`src/rtl/cache_pkg.sv`:
```
// Shared types and constants for the cache bank sequencing controller:
// state encoding, tag-array command codes and beat-count helpers.
package cache_pkg;

  typedef enum logic [3:0] {
    S_INIT,
    S_IDLE,
    S_LOOKUP,
    S_WB_CMD,
    S_WB_DATA,
    S_FILL_CMD,
    S_FILL_DATA,
    S_INSTALL,
    S_RESP
  } cache_state_e;

  localparam logic [2:0] REP_RESET   = 3'b000;
  localparam logic [2:0] REP_INSTALL = 3'b001;
  localparam logic [2:0] REP_VICTIM  = 3'b010;
  localparam logic [2:0] REP_FILL    = 3'b011;
  localparam logic [2:0] REP_HOLD    = 3'b100;

  // Memory beats needed to move one cache line.
  function automatic int beats(input int block_size, input int data_width);
    return ((2 ** block_size) * 8) / data_width;
  endfunction

  // Counter width; a single-beat line still gets a 1-bit index.
  function automatic int idx_width(input int n);
    return (n > 1) ? $clog2(n) : 1;
  endfunction

endpackage

```
`src/rtl/cache_beat_counter.sv`:
```
// Modulo-BEATS beat counter for line transfers; wraps to zero on the last beat.
module cache_beat_counter #(
  parameter int BEATS = 8,
  parameter int W     = 3
) (
  input  logic         clk,
  input  logic         rst,
  input  logic         inc,
  input  logic         clr,
  output logic [W-1:0] idx,
  output logic         last
);

  logic [W-1:0] idx_reg;

  assign idx  = idx_reg;
  assign last = (idx_reg == W'(BEATS - 1));

  always_ff @(posedge clk or posedge rst) begin
    if (rst) begin
      idx_reg <= '0;
    end else if (clr) begin
      idx_reg <= '0;
    end else if (inc) begin
      idx_reg <= last ? '0 : idx_reg + 1'b1;
    end
  end

endmodule

```
`src/rtl/cache_ctrl_fsm.sv`:
```
// Cache bank sequencer: lookup, optional dirty write-back, line fill and install,
// plus the memory command/beat handshake and the data-array beat index.
module cache_ctrl_fsm
  import cache_pkg::*;
#(
  parameter int ADDR_SIZE  = 32,
  parameter int BLOCK_SIZE = 6,
  parameter int INDEX_SIZE = 7,
  parameter int DATA_WIDTH = 64,
  localparam int BEATS     = beats(BLOCK_SIZE, DATA_WIDTH),
  localparam int BW        = idx_width(BEATS)
) (
  input  logic                 clk,
  input  logic                 rst,
  input  logic                 cpu_req_valid,
  output logic                 cpu_req_ready,
  input  logic [ADDR_SIZE-1:0] cpu_req_addr,
  input  logic                 cpu_req_write,
  output logic                 cpu_resp_valid,
  output logic                 cpu_resp_hit,
  output logic [ADDR_SIZE-1:0] lk_addr,
  input  logic                 tag_match,
  input  logic                 tag_valid,
  input  logic                 line_dirty,
  input  logic [ADDR_SIZE-1:0] tag_addr,
  output logic [2:0]           replace,
  output logic                 lru_update,
  output logic                 dirty_set,
  output logic                 dirty_clr,
  output logic                 mem_cmd_valid,
  input  logic                 mem_cmd_ready,
  output logic                 mem_cmd_write,
  output logic [ADDR_SIZE-1:0] mem_cmd_addr,
  input  logic                 mem_beat_valid,
  output logic [BW-1:0]        beat_idx,
  output logic                 fill_we
);

  if (BLOCK_SIZE + INDEX_SIZE >= ADDR_SIZE) begin : g_bad_geometry
    $error("cache_ctrl_fsm: offset and index fields leave no tag bits");
  end

  localparam logic [ADDR_SIZE-1:0] LINE_MASK = {ADDR_SIZE{1'b1}} << BLOCK_SIZE;

  cache_state_e         state_reg, state_next;
  logic [ADDR_SIZE-1:0] lk_addr_reg;
  logic                 wr_reg;
  logic                 hit_reg;
  logic                 accept;
  logic                 beat_inc;
  logic                 beat_last;

  cache_beat_counter #(
    .BEATS(BEATS),
    .W    (BW)
  ) u_beat_counter (
    .clk (clk),
    .rst (rst),
    .inc (beat_inc),
    .clr (state_reg == S_IDLE),
    .idx (beat_idx),
    .last(beat_last)
  );

  assign lk_addr      = lk_addr_reg;
  // The tag array presents the victim or fill line depending on replace.
  assign mem_cmd_addr = tag_addr & LINE_MASK;

  always_ff @(posedge clk or posedge rst) begin
    if (rst) begin
      state_reg   <= S_INIT;
      lk_addr_reg <= '0;
      wr_reg      <= 1'b0;
      hit_reg     <= 1'b0;
    end else begin
      state_reg <= state_next;
      if (accept) begin
        lk_addr_reg <= cpu_req_addr;
        wr_reg      <= cpu_req_write;
      end
      if (state_reg == S_LOOKUP) begin
        hit_reg <= tag_match;
      end
    end
  end

  always_comb begin
    state_next     = state_reg;
    replace        = REP_HOLD;
    cpu_req_ready  = 1'b0;
    cpu_resp_valid = 1'b0;
    cpu_resp_hit   = 1'b0;
    lru_update     = 1'b0;
    dirty_set      = 1'b0;
    dirty_clr      = 1'b0;
    mem_cmd_valid  = 1'b0;
    mem_cmd_write  = 1'b0;
    fill_we        = 1'b0;
    beat_inc       = 1'b0;
    accept         = 1'b0;
    case (state_reg)
      S_INIT: begin
        replace    = REP_RESET;
        state_next = S_IDLE;
      end
      S_IDLE: begin
        cpu_req_ready = 1'b1;
        if (cpu_req_valid) begin
          accept     = 1'b1;
          state_next = S_LOOKUP;
        end
      end
      S_LOOKUP: begin
        if (tag_match) begin
          lru_update = 1'b1;
          dirty_set  = wr_reg;
          state_next = S_RESP;
        end else if (tag_valid && line_dirty) begin
          state_next = S_WB_CMD;
        end else begin
          state_next = S_FILL_CMD;
        end
      end
      S_WB_CMD: begin
        replace       = REP_VICTIM;
        mem_cmd_valid = 1'b1;
        mem_cmd_write = 1'b1;
        if (mem_cmd_ready) state_next = S_WB_DATA;
      end
      S_WB_DATA: begin
        beat_inc = mem_beat_valid;
        if (mem_beat_valid && beat_last) begin
          dirty_clr  = 1'b1;
          state_next = S_FILL_CMD;
        end
      end
      S_FILL_CMD: begin
        replace       = REP_FILL;
        mem_cmd_valid = 1'b1;
        if (mem_cmd_ready) state_next = S_FILL_DATA;
      end
      S_FILL_DATA: begin
        fill_we  = mem_beat_valid;
        beat_inc = mem_beat_valid;
        if (mem_beat_valid && beat_last) state_next = S_INSTALL;
      end
      S_INSTALL: begin
        replace    = REP_INSTALL;
        lru_update = 1'b1;
        dirty_set  = wr_reg;
        state_next = S_RESP;
      end
      S_RESP: begin
        cpu_resp_valid = 1'b1;
        cpu_resp_hit   = hit_reg;
        state_next     = S_IDLE;
      end
      default: state_next = S_INIT;
    endcase
  end

endmodule

```
`config.mk`:
```
export PLATFORM = sky130hd
export DESIGN_NAME = cache_ctrl_fsm
export DESIGN_NICKNAME = d
export VERILOG_FILES = /design/src/rtl/cache_pkg.sv /design/src/rtl/cache_beat_counter.sv /design/src/rtl/cache_ctrl_fsm.sv
export SDC_FILE = /design/constraint.sdc
export NUM_CORES = 1
export LEC_CHECK = 0
export ABC_AREA = 1
export CAP_MARGIN = 10
export CELL_PAD_IN_SITES_DETAIL_PLACEMENT = 2
export CELL_PAD_IN_SITES_GLOBAL_PLACEMENT = 2
export CORE_AREA = 2 2 110 112
export DETAILED_ROUTE_END_ITERATION = 8
export DIE_AREA = 0 0 112 114
export HOLD_SLACK_MARGIN = 0.03
export PLACE_DENSITY = 0.85
export SETUP_SLACK_MARGIN = 0.15
export SYNTH_ARGS = -nofsm -noshare
export SYNTH_HDL_FRONTEND = slang
export SYNTH_SLANG_ARGS = --single-unit
```
`constraint.sdc`:
```
create_clock -name clk -period 2.8 [get_ports clk]
set_clock_uncertainty 0.15 [all_clocks]
set_input_delay 0.56 -clock clk [delete_from_list [all_inputs] [get_ports clk]]
set_output_delay 0.56 -clock clk [all_outputs]
set_load 0.005 [all_outputs]
```
==> results_dict.tcl <==
set metrics [dict create \
    cp_cell_sequence "clkdlybuf4s50_1, nand2_1, nor3_1, clkdlybuf4s50_1" \
    largest_reg_flops 32 \
    ir_worst_vdd_uv 296 \
    switching_power_w 0.00117 \
    reg2reg_from "state_reg[1]" \
    drive_above_1_share 0.0985 \
    rows 40 \
    wire_per_inst_um 14.5 \
    end_kind "output port" \
    cts-htree-levels 2 \
    fin_nets 409 \
    path_clk_slew_ps 60 \
    worstMarginPinSlew_ps 606 \
    core_um2 11700 \
    die-area_um2 12800 \
    ioPinCount 152 \
    min_period_ps 2570 \
    ant_nets 0 \
    final_area_um2 3170 \
    fin_crit_sh 0.917 \
    min_path_type "reg -> reg" \
    via_per_inst 4.06 \
    fillers 1363 \
    regArea_um2 1030 \
    synthCells 267 \
    slew_headroom 0.596 \
    final_common_cell "nand2_1" \
    yosysWarningCount 0 \
    ys_ff_latch 41 \
    finalSetupViolCount 0 \
    crit_start "mem_beat_valid" \
    crit_type "in -> out" \
    areaGrowthSynthToFinish_pct 47.2 \
    multi_input_area_um2 807 \
    antenna_found_initial 0 \
    yosysSeqAreaShare 0.477 \
    dp_hpwl_um 5310 \
    drv_cap 0 \
    report.final.slew_viol_count 0 \
    gr-total-overflow 0 \
    die_h_um 114 \
    cts-buffers-inserted 5 \
    grt_pass1_wl_um 11100 \
    insertion_delay_ps 280 \
    arrival_ps 1860 \
    drt_iter0_drc 65 \
    post_dp_cell_area_um2 2970 \
    root_buffer "clkbuf_16" \
    seq_power_share 0.328 \
    power_leakage_nw 1.52 \
    finalHoldViolations 0 \
    start_util 0.184 \
    cts.sinks 41 \
    netlist_area_um2 2150 \
    totalWireLength_um 6980 \
    grt_usage 0.110 \
    holdBufCountCts 0 \
    cp_common_cell "clkdlybuf4s50_1" \
    grt_start_max_net_pins 35 \
    fp.dieW_um 112 \
    worstPathRequired_ps 2090 \
    p_clk_frac 0.178 \
    cts_buffer_depth 2 \
    combPwrFrac 0.494 \
    status "finished, final reports clean" \
    sw_frac_of_total 0.372 \
    dr.pass1.iters 4 \
    slowest_delay_ps 530 \
    power_density_nw_per_um2 992 \
    ys_types 23 \
    drc 0 \
    hp-start "lk_addr[14]" \
    fmax_ghz 0.389 \
    cts_tree "built" \
    first_global_vias 2102 \
    whs_ps 320 \
    io_buffers 87 \
    rsz0062_at_grt "true" \
    place_congestion 0.763 \
    layout.cells.most_common_list "nand2_1, clkdlybuf4s50_1, nand3_1, dfrtp_1, inv_1" \
    critPathSlowestCell "clkdlybuf4s50_1" \
    synth.avg_cell_area_um2 8.06 \
    antennaDiodeCount 0 \
    tns_ps 0 \
    critPathMaxFanout 2 \
    vias 1958 \
    intPower_w 0.00197 \
    startpoint_type "input pin" \
]
[kinds of logic after synthesis]
kind of cell | share of synthesized area
other cells | 0.00174
simple gates | 0.322
flops | 0.477
buf+inv | 0.167
compound gates | 0.0204
fa+ha+maj | 0.0116
[metal layers]
layer / global-route usage / wire [um] / share of wire
met1: 0.130 / 2910 / 0.42
met2: 0.198 / 3660 / 0.53
met3: 0.0255 / 323 / 0.046
met4: 0.0341 / 74 / 0.011
met5: 0 / 0 / 0
[final timing paths]
path                                              end  slack, ps  depth (start not counted)
worst max-delay path                        dirty_clr        230                          4
worst min-delay path                      lk_addr[14]        320                          2
worst max register to register                 wr_reg        730                          7
worst min register to register            lk_addr[14]        320                          2
max in group asynchronous                  lk_addr[9]       1420                          3
min in group asynchronous       u_beat_counter.idx[1]        530                          2
[power groups by stage]
stage / clock, W / sequential (W) / combinational, W
5_1_grt: 0.000607 / 0.00107 / 0.00175
3_5_place_dp: 0 / 0.00104 / 0.00152
6_report: 0.000561 / 0.00103 / 0.00155
4_1_cts: 0.000589 / 0.00103 / 0.00157
2_1_floorplan: 0 / 0.00103 / 0.000718
3_3_place_gp: 0 / 0.00103 / 0.00146
[worst max-delay path, delay by kind of cell]
| kind | cells | cell delay [ps] |
|---|---|---|
| and+or+nand+nor | 2 | 270 |
| buffers and inverters | 2 | 1020 |
[metrics by stage]
stage | utilization | total power [W] | setup slack, ps | cells
after floorplan | - | 0.00174 | 1060 | 272
after global placement | 0.254 | 0.00249 | 199 | 470
after detailed placement | 0.254 | 0.00256 | 147 | 470
after CTS | 0.268 | 0.00319 | 154 | 481
after global routing | 0.271 | 0.00343 | 91.9 | 482
final | 0.271 | 0.00314 | 232 | 482
[layout make-up]
| class | instances | area share |
|---|---|---|
| repair buffers | 97 | 0.299 |
| flip-flops and latches | 41 | 0.324 |
| inverters | 17 | 0.0201 |
| clock buffers | 7 | 0.0419 |
| well taps | 147 | 0.0581 |
| clock inverters | 1 | 0.00237 |
| multi-input cells | 172 | 0.255 |
[synth_stat cells, drive strengths merged]
library cell | count | area share
nand3 | 45 | 0.11
a21oi | 2 | 0.0047
nor2 | 10 | 0.030
conb | 1 | 0.0017
clkbuf | 3 | 0.0052
buf | 39 | 0.13
ha | 2 | 0.012
o21ai | 4 | 0.0093
a31oi | 1 | 0.0029
dfrtp | 41 | 0.48
o31ai | 1 | 0.0035
inv | 17 | 0.030
nand2 | 98 | 0.18
nor3 | 2 | 0.0047
nor4 | 1 | 0.0029
[repair_timing]
action / CTS / global route
gates resized for setup: 2 / 4
buffers inserted: 3 / 1
pin swaps: 0 / 1
setup endpoints to repair: 1 / 3
Note: power is estimated with default switching activity, not from simulation.
